--- config.mk ---
export PLATFORM = sky130hd
export DESIGN_NAME = image_frame_packetizer
export DESIGN_NICKNAME = d
export VERILOG_FILES = /design/src/rtl/image_frame_packetizer.sv
export SDC_FILE = /design/constraint.sdc
export NUM_CORES = 1
export LEC_CHECK = 0
export CORE_MARGIN = 2
export CORE_UTILIZATION = 28
export CTS_CLUSTER_DIAMETER = 150
export DETAILED_ROUTE_END_ITERATION = 10
export SYNTH_ARGS = -nofsm -noshare
export SYNTH_HDL_FRONTEND = slang
export SYNTH_SLANG_ARGS = --single-unit
export TNS_END_PERCENT = 10
--- constraint.sdc ---
create_clock -name clk -period 3.9 [get_ports clk]
set_input_delay 0.78 -clock clk [delete_from_list [all_inputs] [get_ports clk]]
set_output_delay 0.78 -clock clk [all_outputs]
set_load 0.03 [all_outputs]
--- src/rtl/image_frame_packetizer.sv ---
// image_frame_packetizer
// Frames the upstream payload byte stream into UART packets:
//   SYNC0, SYNC1, PAYLOAD_LEN[15:8], PAYLOAD_LEN[7:0], payload..., check byte.
// Paces the upstream producer to the Uart8 transmitter (one byte per UART byte).
// Optional macro PKT_CRC8_EN: check byte is CRC-8 (poly 0x07, init 0x00,
// MSB-first, no final XOR); otherwise the check byte is the payload sum mod 256.
module image_frame_packetizer #(
  parameter int unsigned PAYLOAD_LEN = 30,
  parameter logic [7:0]  SYNC0       = 8'hA5,
  parameter logic [7:0]  SYNC1       = 8'h5A
) (
  input  logic       clk,
  input  logic       rst,
  input  logic       start,
  input  logic [7:0] in_data,
  input  logic       in_valid,
  output logic       in_ready,
  output logic [7:0] tx_in,
  output logic       txEn,
  output logic       txStart,
  input  logic       txBusy,
  input  logic       txDone,
  output logic       frame_busy,
  output logic       frame_done
);

  localparam logic [15:0] LEN16   = 16'(PAYLOAD_LEN);
  // Index of the check byte; indices 4..CHK_IDX-1 are payload slots.
  localparam logic [16:0] CHK_IDX = 17'(PAYLOAD_LEN) + 17'd4;

  typedef enum logic [2:0] {
    IDLE,
    LOAD,
    SEND,
    WAIT_SEND,
    PAY_WAIT,
    DONE
  } state_t;

  state_t      state, state_d;
  logic [16:0] idx, idx_d;
  logic [7:0]  chk, chk_d;
  logic [7:0]  tx_q, tx_d;

  // txDone is informational only; byte sequencing follows txBusy.
  logic unused_tx_done;
  assign unused_tx_done = txDone;

  // Fold one payload byte into the running check value.
  function automatic logic [7:0] chk_update(input logic [7:0] c, input logic [7:0] b);
    logic [7:0] r;
`ifdef PKT_CRC8_EN
    r = c ^ b;
    for (int unsigned i = 0; i < 8; i++) begin
      r = r[7] ? ({r[6:0], 1'b0} ^ 8'h07) : {r[6:0], 1'b0};
    end
`else
    r = c + b;
`endif
    return r;
  endfunction

  // State, byte index, check register and transmit byte register.
  always_ff @(posedge clk) begin
    if (rst) begin
      state <= IDLE;
      idx   <= '0;
      chk   <= '0;
      tx_q  <= '0;
    end else begin
      state <= state_d;
      idx   <= idx_d;
      chk   <= chk_d;
      tx_q  <= tx_d;
    end
  end

  // Next-state logic: byte selection in LOAD, payload capture in PAY_WAIT,
  // and the txBusy rise/fall handshake with the UART.
  always_comb begin
    state_d = state;
    idx_d   = idx;
    chk_d   = chk;
    tx_d    = tx_q;
    case (state)
      IDLE: begin
        if (start) begin
          state_d = LOAD;
          idx_d   = '0;
          chk_d   = '0;
        end
      end
      LOAD: begin
        state_d = SEND;
        if (idx == 17'd0) begin
          tx_d = SYNC0;
        end else if (idx == 17'd1) begin
          tx_d = SYNC1;
        end else if (idx == 17'd2) begin
          tx_d = LEN16[15:8];
        end else if (idx == 17'd3) begin
          tx_d = LEN16[7:0];
        end else if (idx < CHK_IDX) begin
          state_d = PAY_WAIT;
        end else if (idx == CHK_IDX) begin
          tx_d = chk;
        end else begin
          state_d = DONE;
        end
      end
      PAY_WAIT: begin
        if (in_valid) begin
          tx_d    = in_data;
          chk_d   = chk_update(chk, in_data);
          state_d = SEND;
        end
      end
      SEND: begin
        if (txBusy) begin
          state_d = WAIT_SEND;
        end
      end
      WAIT_SEND: begin
        if (!txBusy) begin
          idx_d   = idx + 17'd1;
          state_d = LOAD;
        end
      end
      DONE: begin
        state_d = IDLE;
      end
      default: begin
        state_d = IDLE;
      end
    endcase
  end

  // Moore outputs decoded from the state; tx_in reads zero while idle.
  always_comb begin
    txEn       = (state != IDLE);
    frame_busy = (state != IDLE);
    txStart    = (state == SEND);
    in_ready   = (state == PAY_WAIT);
    frame_done = (state == DONE);
    tx_in      = (state == IDLE) ? '0 : tx_q;
  end

endmodule
# Yosys cells after proc, flatten, opt, wreduce, memory -nomap -nowiden
# Cells that the tools add are included.
[word_totals] register_bits=36 input_bits=14 elab_cells=58 output_inout_bits=13
[op_classes] reduce_logical=10 order_cmp=1 mux=26 eq_ne=15 add_sub_neg=2
[ops] op="$mux 8" n=10
[ops] op="$eq 17x2->1 const B" n=2
[ops] op="$mux 17" n=2
[ops] op="$pmux 17 s2" n=1
[ops] op="$pmux 8 s2" n=2
[ops] op="$mux 3" n=10
[ops] op="$add 17x1->17 const B" n=1
[ops] op="$eq 17x1->1 const B" n=1
[ops] op="$eq 17x6->1 const B" n=1
[ops] op="$logic_not 17->1" n=1
[ops] op="$lt 17x6->1 const B" n=1
[ops] op="$pmux 3 s5" n=1
[ops] op="$ne 6x6->1 const B" n=2
[ops] op="$add 8x8->8" n=1
[ops] op="$reduce_and 4->1" n=2
[ops] op="$eq 3x2->1 const B" n=2
[ops] op="$eq 3x3->1 const B" n=2
[ops] op="$ne 2x2->1 const B" n=3
[ops] op="$reduce_and 3->1" n=2
[ops] op="$reduce_bool 2->1" n=3
[ops] op="$eq 3x1->1 const B" n=1
[ops] op="$logic_not 3->1" n=1
[ops] op="$reduce_bool 3->1" n=1
[ops] op="$ne 2x1->1 const B" n=1

# Depth between registers and ports, before layout
# Gate-level depths: netlist of run 1.
[logic_depth] word_depth=8 mapped_depth=8 ltp_nobuf=7

# Least setup slack after synthesis of run 1
# OpenSTA, ideal clock, no wires.
[synth_timing] path_type="register -> output" from="reg state[2]" to="out frame_done" setup_slack_ns=1.648 path_stages_with_launch=4 arrival_time_ns=1.472 t_required_ns=3.120 path_buffers=1 cell_sequence="dfxtp_1 > clkbuf_1 > inv_1 > nor3_1"
[synth_between] elab_chain_cells=1
[synth_lines] element="start: declaration" line_no="40" text="state_t state, state_d;"
[synth_lines] element="start signal: assignment" line_no="71" text="state <= state_d;"
[synth_lines] element="$eq 3x3->1" line_no="144" text="frame_done = (state == DONE);"
[synth_lines] element="end: declaration" line_no="24" text="output logic frame_done"
# No other way between the ends.

# Worst setup path in the final report of run 1
[layout_timing] from="reg state[2]" to="out in_ready"
[layout_between] elab_chain_cells=1
[layout_lines] element="$eq 3x3->1" line_no="143" text="in_ready = (state == PAY_WAIT);"
[layout_lines] element="end: declaration" line_no="17" text="output logic in_ready,"
# No other way between the ends.

==> results.py, run 1 <==
metrics = {
    "worst_setup_path": {
        "r2r.worst_path.cells": 8,
        "crit_path_start_kind": "flop",
        "reg2reg_to": "tx_q[1]$_SDFFE_PP0P_",
        "worst-endpoint-arrival_ns": 2.17,
        "critical_path_required_ns": 3.12,
        "worstSetupPathType": "reg -> out",
        "reg_to_reg_critical_path_startpoint": "idx[0]$_SDFFE_PP0P_",
        "setup.worst_path.end_class": "output pin",
        "r2r_slack_ns": 1.68,
        "crit_path_max_fanout": 13,
    },
    "cts": {
        "cts_num_sinks": 36,
        "clockRootBuffer": "clkbuf_8",
        "cts-root-to-sink-buffers": 2,
        "cts.clk_slew.worst_paths_ns": 0.07,
        "htreeDepth": 2,
        "post_cts_resized": 0,
        "clk_latency_ns": 0.29,
        "post-cts-setup-buffer-count": 0,
        "cts_buffers": 5,
        "cts_tree": "done",
        "cts_hold_repair.buffers": 0,
    },
    "detailed_routing": {
        "route.detailed.vias_per_inst": 5.11,
        "initialDrtViolationCount": 91,
        "antenna_violating_nets_post_route": 0,
        "drc": 0,
        "wl_per_cell_um": 13.6,
        "finalWirelength_mm": 5.41,
        "vias": 2039,
        "drtPass1Iterations": 4,
    },
    "floorplan": {
        "fp.dieH_um": 93.6,
        "die-area_um2": 8760,
        "floorplan.initialDensity": 0.289,
        "row_count": 32,
        "die-width_um": 93.6,
        "placeableCoreArea_um2": 7770,
        "io_pins": 27,
    },
    "synthesis": {
        "netlist_top_cells_count": "36 x dfxtp_1, 31 x nor2_1, 25 x a21oi_1",
        "synth.ff_latch_count": 36,
        "post_synth_num_cell_types": 55,
        "edff_count_synth": 0,
        "synthArstFlopShare": 0,
        "synth_area_leaders": "dfxtp_1 32%, ha_1 6.1%, a21oi_1 5.6%",
        "netlist.top_cell.by_area": "dfxtp_1",
        "part_of_the_yosys_area_used_for_sequential_elements": 0.321,
        "syn_nets": 300,
        "proportion_of_synthesized_area_in_mux_cells": 0,
        "synthesis.instances": 274,
        "synth.avg_cell_area_um2": 8.20,
        "library_cell_with_the_highest_instance_count_after_synthesis": "dfxtp_1",
        "synth_largest_type_area_fraction": 0.321,
        "synth-warning-count": 0,
        "netlist_area_um2": 2250,
        "simple_gate_area_share_of_the_yosys_netlist": 0.258,
        "yosys.area_share.xor_xnor": 0.0546,
        "synth_top_family_by_area": "simple AND/OR/NAND/NOR gates",
        "synth_compound_area_frac": 0.239,
        "synth-main-ff-cell": "dfxtp_1",
        "synth-adder-area-share": 0.0702,
    },
    "global_routing": {
        "grt_start_max_net_pins": 17,
        "global_route_wire_length_before_repair_mm": 8.97,
        "track_usage": 0.130,
        "total_congestion_overflow_after_global_routing": 0,
        "number_of_global_route_vias_before_repair": 1863,
        "grt_antenna_before_repair": 0,
    },
    "timing": {
        "tns_ns": 0,
        "setup-violations-final": 0,
        "maxClockFrequency_mhz": 339,
        "rsz0062_at_grt": "false",
        "max_slew.worst_pin.slew_ns": 0.713,
        "clock-skew-final_ns": 0.00502,
        "max_slew_margin": 0.525,
        "finalHoldViolations": 0,
        "report.final.slew_viol_count": 0,
        "final.period_utilization": 0.757,
        "timing.final.crit_period_ns": 2.95,
    },
    "pwr": {
        "overall_power_after_layout_uw": 865,
        "power_per_cell_area_nw_per_um2": 324,
        "vdd_drop_max_mv": 0.132,
        "power.static_leakage_nw": 0.912,
    },
    "run_status": {
        "outcome": "finished, final reports clean",
    },
    "final_layout": {
        "area_of_combinational_cells_with_multiple_inputs_um2": 1400,
        "fillers": 842,
        "seqCellArea_um2": 721,
        "antenna_cells": 0,
        "layout-area-overhead-vs-synth_pct": 18.9,
        "fraction_of_final_layout_cells_sized_beyond_drive_strength_1": 0.0909,
        "fin_nets": 322,
    },
    "hold_path": {
        "min-delay-start": "tx_q[3]$_SDFFE_PP0P_",
        "timing.hold.worst.class": "reg -> reg",
        "min_to": "tx_q[3]$_SDFFE_PP0P_",
        "timing.hold.worst_path_depth": 2,
    },
    "place": {
        "hpwl_mm": 3.98,
        "io_buffer_count": 25,
        "place_congestion": 0.822,
    },
    "run": {
        "max_cap_viol_count": 0,
    },
}
==> cell type report <==
type	count	share of cell area
well taps	102	0.0478
flip-flops and latches	36	0.270
repair buffers	28	0.102
multi-input cells	209	0.523
clock inverters	2	0.00375
inverters	16	0.0225
clock buffers	6	0.0309
==> sequential cells by signal (all words and copies together) (netlist names) <==
signal,flops
state,3
chk,8
tx_q,8
idx,17
==> how the worst max path moves through the flow <==
stage                     slack, ns  cells after the start             startpoint                   to
final                          0.95                      3  state[2]$_SDFFE_PP0P_             in_ready
after global routing           0.85                      3  state[2]$_SDFFE_PP0P_             in_ready
after CTS                      0.95                      3  state[2]$_SDFFE_PP0P_             in_ready
after detailed placement       0.97                      7             in_data[1]  chk[7]$_SDFFE_PP0P_
after global placement         0.99                      7             in_data[1]  chk[7]$_SDFFE_PP0P_
after floorplan                1.65                      3  state[2]$_SDFFE_PP0P_           frame_done
==> cells by family (layout without fill, tap and decap cells) <==
kind of cell	count (synthesis)	in the layout
AO/OA/AOI/OAI	74	74
XOR/XNOR	14	14
adder cells (fa/ha/maj)	12	12
buffers and inverters	29	52
flip-flops	36	36
AND/OR/NAND/NOR	109	109
==> routing by layer <==
layer  vias up  part of all wire  global-route usage
met5         -                 0                   0
met3         5             0.038              0.0266
met1       954              0.51               0.184
li1       1045                 -                   -
met2        35              0.44               0.195
met4         0             0.013              0.0435
==> critical path: stages (launching register included) <==
cell,delay (ns)
dfxtp_1,0.61
nand2_1,0.30
inv_2,0.25
clkdlybuf4s50_1,0.71
==> cells in the final DEF, fill, tap and decap left out, drive strengths merged, types with 8 or more instances in the layout <==
master | synthesis | final
inv | 16 | 16
nand2 | 15 | 15
nor3 | 15 | 15
nand3 | 8 | 8
a21oi | 25 | 25
clkdlybuf4s50 | 0 | 25
o21ai | 13 | 13
dfxtp | 36 | 36
nor2 | 33 | 33
ha | 11 | 11
xnor2 | 11 | 11
==> metrics by stage <==
step | hold WS (ns) | instances | setup WS (ns) | cell area [µm²] | util
floorplan | 0.447 | 274 | 1.65 | 2250 | -
global placement | 0.463 | 391 | 0.986 | 2580 | 0.332
detailed placement | 0.462 | 391 | 0.967 | 2580 | 0.332
CTS | 0.476 | 399 | 0.954 | 2670 | 0.344
global route | 0.506 | 399 | 0.848 | 2670 | 0.344
finish | 0.473 | 399 | 0.949 | 2670 | 0.344
==> power breakdown <==
| group | leakage, nW | internal, mW | switching [mW] |
|---|---|---|---|
| logic | 0.569 | 0.0789 | 0.111 |
| registers | 0.292 | 0.383 | 0.0126 |
| clock network | 0.0510 | 0.141 | 0.138 |
No activity file was read; power rests on OpenSTA's default activity.
==> run 2: changes to the inputs <==
clock period = 3.04 ns   (was 3.9 ns; I/O delays follow)
==> results.py, run 2 (same netlist as run 1, synthesis figures left out) <==
metrics = {
    "cts": {
        "cts_num_sinks": 36,
        "clk_latency_ns": 0.29,
        "cts-root-to-sink-buffers": 2,
        "cts_buffers": 5,
        "post-cts-setup-buffer-count": 0,
        "cts_tree": "done",
        "cts.clk_slew.worst_paths_ns": 0.07,
        "htreeDepth": 2,
        "post_cts_resized": 0,
        "cts_hold_repair.buffers": 0,
        "clockRootBuffer": "clkbuf_8",
    },
    "worst_setup_path": {
        "worstSetupPathType": "reg -> out",
        "crit_path_start_kind": "flop",
        "reg_to_reg_critical_path_startpoint": "idx[0]$_SDFFE_PP0P_",
        "crit_path_max_fanout": 13,
        "reg2reg_to": "tx_q[1]$_SDFFE_PP0P_",
        "r2r_slack_ns": 0.83,
        "worst-endpoint-arrival_ns": 2.16,
        "critical_path_required_ns": 2.43,
        "r2r.worst_path.cells": 8,
        "setup.worst_path.end_class": "output pin",
    },
    "timing": {
        "clock-skew-final_ns": 0.00536,
        "max_slew.worst_pin.slew_ns": 0.618,
        "whs_ns": 0.477,
        "finalHoldViolations": 0,
        "timing.final.crit_period_ns": 2.77,
        "rsz0062_at_grt": "false",
        "tns_ns": 0,
        "report.final.slew_viol_count": 0,
        "max_slew_margin": 0.583,
        "setup-violations-final": 0,
        "maxClockFrequency_mhz": 362,
        "final.period_utilization": 0.910,
    },
    "global_routing": {
        "grt_start_max_net_pins": 17,
        "total_congestion_overflow_after_global_routing": 0,
        "grt_antenna_before_repair": 0,
        "global_route_wire_length_before_repair_mm": 9.42,
        "number_of_global_route_vias_before_repair": 1949,
        "track_usage": 0.135,
    },
    "run": {
        "max_cap_viol_count": 0,
    },
    "detailed_routing": {
        "drtPass1Iterations": 4,
        "drc": 0,
        "vias": 2063,
        "antenna_violating_nets_post_route": 0,
        "route.detailed.vias_per_inst": 5.14,
        "wl_per_cell_um": 13.6,
        "finalWirelength_mm": 5.47,
        "initialDrtViolationCount": 104,
    },
    "pwr": {
        "power_per_cell_area_nw_per_um2": 413,
        "power.static_leakage_nw": 0.916,
        "vdd_drop_max_mv": 0.267,
    },
    "hold_path": {
        "timing.hold.worst_path_depth": 2,
        "timing.hold.worst.class": "reg -> reg",
        "min_to": "tx_q[3]$_SDFFE_PP0P_",
        "min-delay-start": "tx_q[3]$_SDFFE_PP0P_",
    },
    "floorplan": {
        "fp.dieH_um": 93.6,
        "io_pins": 27,
        "placeableCoreArea_um2": 7770,
        "floorplan.initialDensity": 0.289,
        "die-width_um": 93.6,
        "die-area_um2": 8760,
        "row_count": 32,
    },
    "final_layout": {
        "final_common_cell": "dfxtp_1",
        "fraction_of_final_layout_cells_sized_beyond_drive_strength_1": 0.0903,
        "fin_nets": 324,
        "antenna_cells": 0,
        "max_ffs_per_register": 17,
        "top_library_cells_by_usage_in_the_layout_fill_and_taps_aside": "36 x dfxtp_1, 31 x nor2_1, 25 x a21oi_1, 25 x clkdlybuf4s50_1",
        "reg_top3": "idx x17, chk x8, tx_q x8",
        "layout-area-overhead-vs-synth_pct": 19.4,
        "largest-register": "idx",
    },
    "run_status": {
        "outcome": "finished, final reports clean",
    },
    "place": {
        "hpwl_mm": 4.01,
        "io_buffer_count": 25,
        "place_congestion": 0.814,
    },
}
run 2: cell count changes in the layout (fill, tap and decap cells not counted):
cell,delta
clkbuf_1,+2
clkinv_2,-2
buf_4,+2
run 2: power by group:
group | internal [mW] | switching (mW)
combinational | 0.105 | 0.145
sequential | 0.492 | 0.0166
clock | 0.185 | 0.166
run 2: how the worst max path moves through the flow:
stage / from / end / depth (start not counted)
2_1_floorplan: state[2]$_SDFFE_PP0P_ / frame_done / 3
4_1_cts: state[2]$_SDFFE_PP0P_ / in_ready / 3
5_1_grt: state[2]$_SDFFE_PP0P_ / in_ready / 3
3_3_place_gp: in_data[1] / chk[7]$_SDFFE_PP0P_ / 7
6_report: state[2]$_SDFFE_PP0P_ / in_ready / 3
3_5_place_dp: in_data[1] / chk[7]$_SDFFE_PP0P_ / 7
run 2: worst max-delay path, cell delays in order (launching register included):
cell and delay (ns):
dfxtp_1 0.62, nand2_1 0.30, inv_2 0.24, clkdlybuf4s50_1 0.71
run 2: layout make-up:
class                           instances  area [µm²]
Clock buffer                            8        90.1
Fill cell                             830        5080
Inverter                               16        60.1
Multi-Input combinational cell        209        1400
Sequential cell                        36         721
Tap cell                              102         128
Timing Repair Buffer                   30         288
run 2: through the flow:
stage	area (µm²)	util	total power, mW	worst slack (ns)	instances
2_1_floorplan	2250	-	0.686	0.960	274
3_3_place_gp	2590	0.334	0.767	0.319	393
3_5_place_dp	2590	0.334	0.768	0.306	393
4_1_cts	2680	0.346	1.12	0.292	401
5_1_grt	2680	0.346	1.16	0.163	401
6_report	2680	0.346	1.11	0.274	401
run 2: metal layers:
metal,vias to the layer above,share of wire,GRT usage
met3,5,0.031,0.0177
li1,1051,-,-
met2,44,0.43,0.203
met4,0,0.018,0.0543
met1,963,0.52,0.196
met5,-,0,0
